==> src/rtl/path_direction_executor.sv <==
// Releases one turn command per detected node from a path vector latched at load.
// Each command is held on a valid/ack handshake, and the node sensor is blanked after every ack.
module path_direction_executor #(
  parameter int MAX_TURNS    = 12,
  parameter int BLANK_CYCLES = 16
) (
  input  logic                   clk,
  input  logic                   rst_n,
  input  logic                   load,
  input  logic [2*MAX_TURNS-1:0] directions,
  input  logic [3:0]             num_turns,
  input  logic                   abort,
  input  logic                   node_detect,
  input  logic                   turn_ack,
  output logic                   turn_valid,
  output logic [1:0]             turn_cmd,
  output logic [3:0]             turn_index,
  output logic                   busy,
  output logic                   path_done,
  output logic                   overrun,
  output logic [1:0]             state_dbg
);

  // Handshake: turn_cmd is meaningful while turn_valid=1 and does not change
  // until the edge at which turn_ack=1 is sampled; that edge drops turn_valid.
  typedef enum logic [1:0] {
    S_IDLE   = 2'd0,
    S_FOLLOW = 2'd1,
    S_TURN   = 2'd2,
    S_DONE   = 2'd3
  } state_t;

  localparam int BW = $clog2(BLANK_CYCLES + 1);

  state_t                 state;
  logic [2*MAX_TURNS-1:0] shadow;
  logic [3:0]             count;
  logic [BW-1:0]          blank;
  logic [3:0]             count_sat;
  logic [1:0]             cur_cmd;

  always_comb begin
    count_sat = (num_turns > 4'(MAX_TURNS)) ? 4'(MAX_TURNS) : num_turns;
    cur_cmd   = shadow[{turn_index, 1'b0} +: 2];
  end

  assign state_dbg = state;

  always_ff @(posedge clk) begin
    if (!rst_n) begin
      state      <= S_IDLE;
      shadow     <= '0;
      count      <= '0;
      blank      <= '0;
      turn_valid <= 1'b0;
      turn_cmd   <= 2'b00;
      turn_index <= '0;
      busy       <= 1'b0;
      path_done  <= 1'b0;
      overrun    <= 1'b0;
    end else if (abort) begin
      state      <= S_IDLE;
      blank      <= '0;
      turn_valid <= 1'b0;
      busy       <= 1'b0;
      path_done  <= 1'b0;
      overrun    <= 1'b0;
    end else begin
      path_done <= 1'b0;
      // The re-arm window keeps draining outside FOLLOW so a fresh path is not stalled by it.
      if (blank != '0) blank <= blank - BW'(1);
      case (state)
        S_IDLE: begin
          if (load) begin
            shadow     <= directions;
            count      <= count_sat;
            turn_index <= '0;
            overrun    <= 1'b0;
            if (count_sat == 4'd0) begin
              state     <= S_DONE;
              path_done <= 1'b1;
            end else begin
              state <= S_FOLLOW;
              busy  <= 1'b1;
            end
          end
        end
        S_FOLLOW: begin
          if (node_detect && blank == '0) begin
            turn_cmd   <= cur_cmd;
            turn_valid <= 1'b1;
            state      <= S_TURN;
          end
        end
        S_TURN: begin
          if (node_detect) overrun <= 1'b1;
          if (turn_ack) begin
            turn_valid <= 1'b0;
            blank      <= BW'(BLANK_CYCLES);
            turn_index <= turn_index + 4'd1;
            if (turn_index + 4'd1 == count) begin
              state     <= S_DONE;
              busy      <= 1'b0;
              path_done <= 1'b1;
            end else begin
              state <= S_FOLLOW;
            end
          end
        end
        S_DONE: begin
          state <= S_IDLE;
        end
        default: state <= S_IDLE;
      endcase
    end
  end

endmodule

==> config.mk <==
export PLATFORM = sky130hd
export DESIGN_NAME = path_direction_executor
export DESIGN_NICKNAME = d
export VERILOG_FILES = /design/src/rtl/path_direction_executor.sv
export SDC_FILE = /design/constraint.sdc
export NUM_CORES = 1
export LEC_CHECK = 0
export CAP_MARGIN = 20
export CORE_MARGIN = 2
export CORE_UTILIZATION = 50
export DETAILED_ROUTE_END_ITERATION = 10
export MAX_ROUTING_LAYER = met4
export PLACE_DENSITY = 0.79
export REMOVE_ABC_BUFFERS = 1
export SLEW_MARGIN = 40
export SYNTH_ARGS = -nofsm -noshare
export SYNTH_HDL_FRONTEND = slang
export SYNTH_SLANG_ARGS = --single-unit
==> constraint.sdc <==
create_clock -name clk -period 2.3 [get_ports clk]
set_clock_uncertainty 0.05 [all_clocks]
set_input_delay 0.345 -clock clk [delete_from_list [all_inputs] [get_ports clk]]
set_output_delay 0.345 -clock clk [all_outputs]
set_load 0.1 [all_outputs]
==> results.yml <==
worst_setup_path:
  critPathArrivalTime_ns: 2.12
  start_kind: "flop"
  worstPathCellList: "inv_1 -> ha_1 -> or4b_1 -> nor4_1 -> o21ai_0 -> a31oi_1"
  slowest_delay_ns: 0.57
  critPathSlowestCell: "or4b_1"
  critPathCaptureType: "flop"
  critical_path_class: "flop to flop"
  crit_path_max_fanout: 6
  required_ns: 2.47
min_path:
  min_path_type: "flop to flop"
finish:
  fin_cells: 345
  final_common_cell: "nand2_1"
  drive_above_1_share_pct: 12.2
  n_antenna_cell: 0
  finalNetCount: 330
  final_util_pct: 66.7
  multi_input_area_um2: 1130
  nFillCells: 349
  seqCellArea_um2: 901
  area_growth_pct: 27.3
  design_area_um2: 2690
  final_cell_mix: "nand2_1 (68), dfxtp_1 (45), clkdlybuf4s50_1 (33)"
timing:
  min_period_over_period_pct: 84.5
  setup_violations: 0
  rsz0062_at_grt: "no"
  final-hold-violation-count: 0
  period_needed_ns: 1.94
  report.final.slew_viol_count: 0
  max_freq_ghz: 0.514
  relSlewSlack_pct: 62.5
  tightest_slew_ns: 0.562
detailed_routing:
  ant_nets: 0
  viasPerCell: 5.29
  drc_errors: 0
  wl_per_cell_um: 12.5
  vias: 1826
  finalWirelength_mm: 4.33
  drt_pass1_iterations: 4
  drt_iter0_drc: 106
synth:
  synth.ff_latch_count: 45
  ys.warnings.count: 0
  synthFlopType: "dfxtp_1"
  avgSynthCellArea_um2: 8.48
  async_flop_share_pct: 0
  synth_edf_count: 0
  netlist_area_um2: 2110
  ys_types: 40
  syn_inst: 249
  seq_area_frac_synth_pct: 42.7
clock_tree:
  cts_tree: "done"
  cts_buffer_depth: 2
  htreeDepth: 2
  cts_resized: 0
  cts_buffers: 5
  hold_buffers: 0
  cts.sinks: 45
  ctsRootBufferMaster: "clkbuf_8"
  cts_setup_buffers: 0
  path_clk_slew_ns: 0.08
  clkLatencyLatePin_ns: 0.30
power_and_ir_drop:
  p_total_uw: 1760
  swShare_pct: 28.0
  powerDensity_nw_per_um2: 655
  internal_power_uw: 1270
  power_frac_comb_pct: 20.7
  leakage_uw: 0.000968
  p_switching_uw: 493
  power_frac_seq_pct: 48.6
  ir_worst_vdd_v: 0.000319
  clockPowerShare_pct: 30.7
global_route:
  grt_overflow: 0
  grt_first_pass_wirelength_mm: 7.68
  grt_pass1_vias: 1765
  antenna_found_initial: 0
  grt_usage_pct: 22.1
  grt_max_degree: 29
die:
  design.die.area_um2: 4760
  dieWidth_um: 69.0
  fp.dieH_um: 69.0
  core.rowCount: 23
  core_um2: 4030
  start_util_pct: 52.4
  io_pins: 46
placement:
  gp_congestion: 0.754
  dpl_cell_area_um2: 2590
  hpwl_mm: 3.17
  dpl.cell_count: 337
  port_buffers: 45
flow_run:
  cap_violations: 0
status:
  status: "completed"
## critical path: cells and delay by family (launching register included)
| family | cells | cell delay [ns] |
|---|---|---|
| and+or+nand+nor | 2 | 0.91 |
| AOI/OAI and AO/OA | 2 | 0.29 |
| buffers and inverters | 1 | 0.08 |
| DFF | 1 | 0.33 |
| adders and majority gates | 1 | 0.21 |
## Yosys cell counts, types with 2 or more instances
cell type	number	area (µm²)
nand2b_1	3	18.8
a21oi_1	5	25.0
o211ai_1	2	15.0
buf_2	3	15.0
a31oi_1	6	37.5
nand2_1	68	255
mux2i_1	4	40.0
dfxtp_1	45	901
inv_1	3	11.3
nor3_1	8	40.0
a21boi_0	29	218
mux4_2	5	113
ha_1	2	25.0
nor2_1	13	48.8
o21ai_0	3	15.0
nor4_1	2	12.5
nor2b_1	3	18.8
xor2_1	2	17.5
clkbuf_1	11	41.3
xnor2_1	6	52.6
nand3_1	6	30.0
nor4b_1	2	17.5
## routing by layer
| metal | vias up | routed length, µm | global-route usage (%) | part of all wire (%) |
|---|---|---|---|---|
| li1 | 943 | - | - | - |
| met1 | 830 | 2060 | 27.1 | 48 |
| met2 | 47 | 1970 | 36.2 | 45 |
| met3 | 6 | 237 | 5.52 | 5.5 |
| met4 | 0 | 56 | 6.37 | 1.3 |
| met5 | - | 0 | - | 0 |
## flip-flops by register name (all words and copies together), names as in the netlist, 2 cells and up
| name | flops |
|---|---|
| shadow | 24 |
| blank | 5 |
| count | 4 |
| turn_index | 4 |
| state_dbg | 2 |
| turn_cmd | 2 |
## kinds of logic (layout without fill, tap and decap cells)
logic type                 count (synthesis)  count (layout)  share of synthesized area [%]
adders and majority gates                  2               2                           1.19
DFF                                       45              45                           42.7
buffers and inverters                     19              65                           3.91
xor gates and xnor gates                   8               8                           3.32
and+or+nand+nor                          115             115                           24.8
AOI/OAI and AO/OA                         51              51                           16.9
muxes                                      9               9                           7.23
## metrics by stage
stage | TNS [ns] | setup WS [ns] | hold slack [ns]
6_report | 0 | 0.356 | 0.412
4_1_cts | 0 | 0.334 | 0.417
2_1_floorplan | -0.463 | -0.165 | 0.390
5_1_grt | 0 | 0.169 | 0.441
3_5_place_dp | 0 | 0.209 | 0.405
3_3_place_gp | 0 | 0.255 | 0.395
## path summary, 6_finish.rpt
check	to	start	slack (ns)	depth (start not counted)
min reg2reg	shadow[23]	shadow[23]	0.41	2
max	turn_cmd[1]	blank[0]	0.36	6
max reg2reg	turn_cmd[1]	blank[0]	0.36	6
min	shadow[23]	shadow[23]	0.41	2
## power by group through the flow
stage                     clock, µW  combinational, µW  sequential [µW]
after floorplan                   0                192              901
after global placement            0                359              872
after detailed placement          0                365              874
after CTS                       549                367              855
after global routing            578                410              862
final                           540                365              855
## layout make-up
class / count / area share [%]
well taps: 50 / 2.33
clock inverters: 1 / 0.186
multi-input cells: 185 / 41.9
clock buffers: 7 / 3.58
repair buffers: 53 / 17.9
flip-flops and latches: 45 / 33.5
inverters: 4 / 0.559
(Power assumes the default switching activity.)
